<file path="src/rtl/addatone_pkg.sv">
// Shared types and constants for the additive-synthesis sample scheduler.
// Holds the scheduler FSM state enum, accumulator width and Nyquist limit.
package addatone_pkg;

  typedef enum logic [2:0] {
    INIT,
    IDLE,
    READ,
    LOOKUP,
    ACCUM,
    OUTPUT
  } sched_state_t;

  localparam int          ACC_W   = 34;
  localparam logic [16:0] NYQUIST = 17'h08000;

endpackage

</file>
<file path="src/rtl/harmonic_scheduler_sample_timer.sv">
// Sample-period counter: counts 0..SAMPLE_INTERVAL-1 and wraps.
// Ports: i_Clock, i_Reset_n, i_Clear (sync restart), o_Tick (1 clk at wrap).
module sample_timer #(
  parameter int SAMPLE_INTERVAL = 1000
) (
  input  logic i_Clock,
  input  logic i_Reset_n,
  input  logic i_Clear,
  output logic o_Tick
);

  localparam int CW = $clog2(SAMPLE_INTERVAL);
  localparam logic [CW-1:0] LAST = CW'(SAMPLE_INTERVAL - 1);

  logic [CW-1:0] count;

  assign o_Tick = (count == LAST);

  always_ff @(posedge i_Clock or negedge i_Reset_n) begin
    if (!i_Reset_n) begin
      count <= '0;
    end else if (i_Clear || o_Tick) begin
      count <= '0;
    end else begin
      count <= count + 1'b1;
    end
  end

endmodule

</file>
<file path="src/rtl/harmonic_scheduler.sv">
// Walks harmonics once per sample period: phase RAM -> sine LUT -> scale -> sum.
// Ports: config (i_Frequency..i_Comb_Interval), position RAM (o_Pos_*, i_Pos_Rdata),
//   sine LUT (o_LUT_Addr, i_LUT_Data), sample valid/ready out, status flags.
// Build option: HARMONIC_SCHED_SATURATE_EN clamps the output instead of wrapping.
module harmonic_scheduler
  import addatone_pkg::*;
#(
  parameter int SAMPLE_INTERVAL = 1000,
  parameter int MAX_HARMONICS   = 200,
  parameter int HARM_W          = 8,
  parameter int DIV_BIT         = 9,
  parameter int LUT_ADDR_W      = 11,
  parameter int OUT_SHIFT       = 4
) (
  input  logic                  i_Clock,
  input  logic                  i_Reset_n,
  input  logic [15:0]           i_Frequency,
  input  logic [15:0]           i_Freq_Scale,
  input  logic [DIV_BIT-1:0]    i_Harmonic_Scale,
  input  logic [DIV_BIT-1:0]    i_Scale_Initial,
  input  logic [7:0]            i_Comb_Interval,
  output logic [HARM_W-1:0]     o_Pos_Addr,
  output logic                  o_Pos_Wr,
  output logic [15:0]           o_Pos_Wdata,
  input  logic [15:0]           i_Pos_Rdata,
  output logic [LUT_ADDR_W-1:0] o_LUT_Addr,
  input  logic [15:0]           i_LUT_Data,
  output logic [15:0]           o_Sample_Value,
  output logic                  o_Sample_Valid,
  input  logic                  i_Sample_Ready,
  output logic                  o_Freq_Too_High,
  output logic                  o_Overrun,
  output logic                  o_Busy
);

  localparam int PW = 17 + DIV_BIT;
  localparam int SH = DIV_BIT + OUT_SHIFT;
  localparam logic [HARM_W-1:0] H_LAST = HARM_W'(MAX_HARMONICS - 1);

  sched_state_t state, state_nxt;

  logic                     init_go;
  logic [HARM_W-1:0]        init_cnt;
  logic [HARM_W-1:0]        h;
  logic [16:0]              inc;
  logic [DIV_BIT-1:0]       scale;
  logic [7:0]               comb_cnt;
  logic signed [ACC_W-1:0]  acc;

  logic [15:0]              freq_q;
  logic [15:0]              fscale_q;
  logic [DIV_BIT-1:0]       hscale_q;
  logic [7:0]               comb_q;

  logic                     tick;
  logic                     start;
  logic                     timer_clr;
  logic [15:0]              pos;
  logic                     muted;
  logic signed [PW-1:0]     prod;
  logic signed [ACC_W-1:0]  acc_nxt;
  logic [2*DIV_BIT-1:0]     sprod;
  logic [DIV_BIT-1:0]       scale_nxt;
  logic [17:0]              inc_sum;
  logic [7:0]               comb_nxt;
  logic                     nyq;
  logic                     stop;
  logic signed [ACC_W-1:0]  acc_sh;
  logic [15:0]              sample_out;

  sample_timer #(
    .SAMPLE_INTERVAL(SAMPLE_INTERVAL)
  ) u_timer (
    .i_Clock  (i_Clock),
    .i_Reset_n(i_Reset_n),
    .i_Clear  (timer_clr),
    .o_Tick   (tick)
  );

  // A pending unaccepted sample blocks a new start; that tick is dropped.
  assign start     = tick && (state == IDLE) && !o_Sample_Valid;
  assign timer_clr = (state == INIT) && (state_nxt == IDLE);
  assign o_Busy    = init_go && (state != IDLE);

  assign pos = i_Pos_Rdata + inc[15:0];

  // Harmonic index 0 is the fundamental and is never muted.
  assign muted = (comb_cnt == 8'd1) && (h != '0);

  assign prod = $signed({{(PW-16){i_LUT_Data[15]}}, i_LUT_Data})
              * $signed({{(PW-DIV_BIT){1'b0}}, scale});

  assign acc_nxt = muted ? acc
                 : acc + {{(ACC_W-PW){prod[PW-1]}}, prod};

  assign sprod     = {{DIV_BIT{1'b0}}, scale} * {{DIV_BIT{1'b0}}, hscale_q};
  assign scale_nxt = DIV_BIT'(sprod >> DIV_BIT);

  assign inc_sum = {1'b0, inc} + {2'b00, freq_q} + {2'b00, fscale_q};
  assign nyq     = (inc_sum >= {1'b0, NYQUIST});

  always_comb begin
    comb_nxt = comb_cnt;
    if (comb_q != 8'd0) begin
      comb_nxt = (comb_cnt == 8'd1) ? comb_q : comb_cnt - 8'd1;
    end
  end

  assign stop = (h == H_LAST) || (scale_nxt == '0) || nyq;

  assign acc_sh = acc >>> SH;

`ifdef HARMONIC_SCHED_SATURATE_EN
  localparam logic signed [ACC_W-1:0] SAT_HI = ACC_W'(32'sd32767);
  localparam logic signed [ACC_W-1:0] SAT_LO = -ACC_W'(32'sd32768);
  always_comb begin
    sample_out = 16'(acc_sh);
    if (acc_sh > SAT_HI) begin
      sample_out = 16'h7FFF;
    end else if (acc_sh < SAT_LO) begin
      sample_out = 16'h8000;
    end
  end
`else
  assign sample_out = 16'(acc_sh);
`endif

  always_comb begin
    state_nxt   = state;
    o_Pos_Addr  = '0;
    o_Pos_Wr    = 1'b0;
    o_Pos_Wdata = '0;
    o_LUT_Addr  = '0;
    unique case (state)
      INIT: begin
        o_Pos_Addr = init_cnt;
        o_Pos_Wr   = init_go;
        if (init_go && (init_cnt == H_LAST)) state_nxt = IDLE;
      end
      IDLE: begin
        if (start) state_nxt = READ;
      end
      READ: begin
        o_Pos_Addr = h;
        state_nxt  = LOOKUP;
      end
      LOOKUP: begin
        o_Pos_Addr  = h;
        o_Pos_Wr    = 1'b1;
        o_Pos_Wdata = pos;
        o_LUT_Addr  = pos[15 -: LUT_ADDR_W];
        state_nxt   = ACCUM;
      end
      ACCUM: begin
        state_nxt = stop ? OUTPUT : READ;
      end
      OUTPUT: begin
        state_nxt = IDLE;
      end
      default: state_nxt = INIT;
    endcase
  end

  always_ff @(posedge i_Clock or negedge i_Reset_n) begin
    if (!i_Reset_n) begin
      state <= INIT;
    end else begin
      state <= state_nxt;
    end
  end

  always_ff @(posedge i_Clock or negedge i_Reset_n) begin
    if (!i_Reset_n) begin
      init_go         <= 1'b0;
      init_cnt        <= '0;
      h               <= '0;
      inc             <= '0;
      scale           <= '0;
      comb_cnt        <= '0;
      acc             <= '0;
      freq_q          <= '0;
      fscale_q        <= '0;
      hscale_q        <= '0;
      comb_q          <= '0;
      o_Sample_Value  <= '0;
      o_Sample_Valid  <= 1'b0;
      o_Freq_Too_High <= 1'b0;
      o_Overrun       <= 1'b0;
    end else begin
      o_Overrun <= tick && !start;
      if (o_Sample_Valid && i_Sample_Ready) begin
        o_Sample_Valid <= 1'b0;
      end
      unique case (state)
        INIT: begin
          init_go <= 1'b1;
          if (init_go) init_cnt <= init_cnt + 1'b1;
        end
        IDLE: begin
          if (start) begin
            freq_q   <= i_Frequency;
            fscale_q <= i_Freq_Scale;
            hscale_q <= i_Harmonic_Scale;
            comb_q   <= i_Comb_Interval;
            acc      <= '0;
            h        <= '0;
            inc      <= {1'b0, i_Frequency};
            scale    <= i_Scale_Initial;
            comb_cnt <= i_Comb_Interval;
          end
        end
        ACCUM: begin
          acc      <= acc_nxt;
          scale    <= scale_nxt;
          inc      <= 17'(inc_sum);
          comb_cnt <= comb_nxt;
          h        <= h + 1'b1;
          if (stop) o_Freq_Too_High <= nyq;
        end
        OUTPUT: begin
          o_Sample_Value <= sample_out;
          o_Sample_Valid <= 1'b1;
        end
        default: ;
      endcase
    end
  end

endmodule

</file>
<file path="config.mk">
export PLATFORM = sky130hd
export DESIGN_NAME = harmonic_scheduler
export DESIGN_NICKNAME = d
export VERILOG_FILES = /design/src/rtl/addatone_pkg.sv /design/src/rtl/harmonic_scheduler_sample_timer.sv /design/src/rtl/harmonic_scheduler.sv
export SDC_FILE = /design/constraint.sdc
export NUM_CORES = 1
export LEC_CHECK = 0
export CELL_PAD_IN_SITES_DETAIL_PLACEMENT = 2
export CELL_PAD_IN_SITES_GLOBAL_PLACEMENT = 2
export CORE_AREA = 8 8 247 226
export DETAILED_ROUTE_END_ITERATION = 8
export DIE_AREA = 0 0 255 234
export DONT_BUFFER_PORTS = 1
export PLACE_DENSITY = 0.78
export SLEW_MARGIN = 15
export SYNTH_ARGS = -nofsm -noshare
export SYNTH_HDL_FRONTEND = slang
export SYNTH_SLANG_ARGS = --single-unit
</file>
<file path="constraint.sdc">
create_clock -name i_Clock -period 10.9 [get_ports i_Clock]
set_input_delay 2.725 -clock i_Clock [delete_from_list [all_inputs] [get_ports i_Clock]]
set_output_delay 2.725 -clock i_Clock [all_outputs]
set_load 0.01 [all_outputs]
</file>
==> impl_metrics.json <==
{
  "outcome": "finished, final reports clean",
  "post_synth_inst_count": 2034,
  "ys.flop_type": "dfrtp_1",
  "die_x_um": 255,
  "critPathTopFamily": "adder cells",
  "final_cell_area_um2": 19060,
  "num_vias": 13990,
  "dieArea_um2": 59670,
  "drtIter0Drc": 520,
  "crit_top_cell": "fa_1",
  "hold_class": "register to register",
  "ys_ff_latch": 161,
  "clock_latency_ns": 0.49,
  "portBuffers": 0,
  "grt_pass1_wl_mm": 87.58,
  "synth_top_area_share": 0.2259,
  "min_period_ns": 9.720,
  "syn_area_um2": 17840,
  "place_congestion": 0.8340,
  "cts_tree": "yes",
  "grt_max_degree": 162,
  "fin_util": 0.3675,
  "num-fill-cells": 5898,
  "ctsResizeCount": 0,
  "grt_usage": 0.1857,
  "yosysWarningCount": 0,
  "fin_crit_sh": 0.8917,
  "post-synth-top-count-cell": "nand2_1",
  "first_pass_iters": 4,
  "crit_buf_inv": 2,
  "core_um2": 51850,
  "ctsHoldBuffers": 0,
  "setup_viol": 0,
  "ys_top_cells_by_area": "dfrtp_1 23%, fa_1 21%, ha_1 11%, nand2_1 7.4%, inv_1 5.2%",
  "htreeDepth": 4,
  "startpoint_type": "primary input",
  "cts_buffer_depth": 2,
  "yosysSeqAreaShare": 0.2259,
  "worstSetupEndpointType": "register",
  "wl_per_cell_um": 19.64,
  "place_area_um2": 18450,
  "postSynthAreaPerCell_um2": 8.770,
  "crit_fanout": 9,
  "fmax_mhz": 102.9,
  "critPathMaxStageDelay_ns": 0.58,
  "cp_slowest_cell": "fa_1",
  "worstMarginPinSlew_ns": 1.153,
  "clkTransAtPathRegs_ns": 0.07,
  "peakVddDrop_mv": 0.3229,
  "drc": 0,
  "drv_cap": 0,
  "synth-edff-count": 0,
  "numCtsBuffers": 17,
  "ant_nets": 0,
  "hold_violations": 0,
  "fin_hold_ws_ns": 0.4705,
  "root_buffer": "clkbuf_16",
  "dpl_worst_slack_ns": 0.6651,
  "ys_types": 75,
  "die_h_um": 234,
  "cts_sinks": 161,
  "critPathArrivalTime_ns": 10.13,
  "p_leak_nw": 9.152,
  "postCtsSetupRepairBufs": 0,
  "worst_slack_ns": 1.180,
  "viasPerCell": 5.199,
  "rsz0062_at_grt": "false",
  "async_reset_ff_frac": 1.000,
  "crit_required_ns": 11.31,
  "diodes": 0,
  "grt_overflow": 0,
  "skew_ns": 0.01486,
  "worstSetupPathType": "primary input to register",
  "drv_slew": 0,
  "fin_nets": 2420,
  "power_per_cell_area_nw_per_um2": 375.3,
  "ys_top_cells_by_count": "353 x nand2_1, 246 x inv_1, 190 x fa_1, 161 x dfrtp_1, 156 x ha_1",
  "grt_pass1_vias": 16256,
  "row_count": 80,
  "start_util": 0.3440,
  "slew_headroom": 0.2312,
  "synthesis.nets": 2473,
  "grt_antenna_before_repair": 0,
  "area_delta_synth_final_pct": 6.832,
  "hpwlAfterDp_mm": 41.71,
  "io_pins": 149,
  "drive_gt1_frac": 0.04614,
  "timing.setup.tns_ns": 0,
  "synth_top_area_cell": "dfrtp_1",
  "finalWirelength_mm": 52.86
}
==> sequential cells by signal, indices dropped and copies added, names as in the netlist <==
register	cells
o_Sample_Valid	1
inc	17
comb_q	8
o_Overrun	1
acc	29
u_timer.count	10
init_go	1
o_Sample_Value	16
hscale_q	9
state	3
o_Freq_Too_High	1
init_cnt	8
freq_q	16
scale	9
h	8
fscale_q	16
comb_cnt	8
==> metal layers <==
metal  wire (µm)  vias up  track usage
met4        1320        0      0.06076
met1       22240     7230       0.2196
met5           0        -            0
met2       27370      184       0.3339
met3        1920       73      0.03778
li1            -     6503            -
==> cells by family (layout without fill, tap and decap cells) <==
logic type                 Yosys count  after routing  synth area share
AOI/OAI and AO/OA                  341            341            0.1239
DFF                                161            161            0.2259
and+or+nand+nor                    734            734            0.1927
xor gates and xnor gates            99             99           0.04903
adders and majority gates          346            346            0.3226
muxes                               20             20           0.01241
buffers and inverters              333            293           0.07344
==> worst paths after layout <==
path | slack [ns] | cells past startpoint | end | from
worst max register to register | 2.30 | 27 | acc[28]$_DFFE_PN0P_ | scale[1]$_DFFE_PN0P_
worst max-delay path | 1.18 | 26 | acc[28]$_DFFE_PN0P_ | i_LUT_Data[6]
max in group asynchronous | 8.63 | 0 | inc[9]$_DFFE_PN0P_ | i_Reset_n
min in group asynchronous | 1.95 | 0 | acc[27]$_DFFE_PN0P_ | i_Reset_n
worst min-delay path | 0.47 | 1 | u_timer.count[0]$_DFF_PN0_ | u_timer.count[0]$_DFF_PN0_
worst min register to register | 0.47 | 1 | u_timer.count[0]$_DFF_PN0_ | u_timer.count[0]$_DFF_PN0_
==> worst reg2reg max path: stages, from the launching register on <==
cell	delay, ns
dfrtp_1	1.11
nand2_1	0.19
fa_1	0.55
inv_1	0.06
fa_1	0.55
fa_1	0.45
fa_1	0.55
inv_1	0.06
fa_1	0.54
inv_1	0.05
ha_1	0.24
a2111o_1	0.48
o21ai_0	0.37
a21oi_1	0.13
a21bo_2	0.23
a21o_1	0.20
a21o_1	0.19
a21oi_1	0.17
xnor2_1	0.09
ha_1	0.40
and3_1	0.21
nand4_1	0.17
a2111oi_0	0.52
nor3_1	0.17
a211oi_1	0.40
o21bai_1	0.15
nor2b_1	0.16
o211ai_2	0.15
==> metrics by stage <==
stage | total power [mW] | cells
2_1_floorplan | 5.190 | 2034
3_3_place_gp | 6.260 | 2659
3_5_place_dp | 6.537 | 2659
4_1_cts | 7.251 | 2691
5_1_grt | 7.915 | 2691
6_report | 7.152 | 2691
==> final cells by class <==
type / instances / area (µm²) / area share
sequential: 161 / 4029 / 0.2114
inverter: 246 / 923.4 / 0.04845
clock buffer: 18 / 439.2 / 0.02305
multi-input combinational: 1540 / 12520 / 0.6568
timing repair buffer: 15 / 112.6 / 0.005909
clock inverter: 14 / 163.9 / 0.008601
tap: 697 / 872.1 / 0.04576
==> placed cells by master, fill, tap and decap left out, types with 60 or more instances in the layout <==
cell type,n
ha_1,156
xnor2_1,60
inv_1,246
and2_1,115
fa_1,190
nor2_1,106
a21oi_1,79
o21ai_0,88
nand2_1,352
dfrtp_1,161
==> report_power, final <==
group          total (mW)          switching, mW  internal [mW]
Combinational        5.91                   3.43           2.48
Sequential          0.597  0.0000000000000000504          0.597
Clock               0.643                  0.293          0.350
Total                7.15                   3.73           3.43
Note: power is estimated with default switching activity, not from simulation.
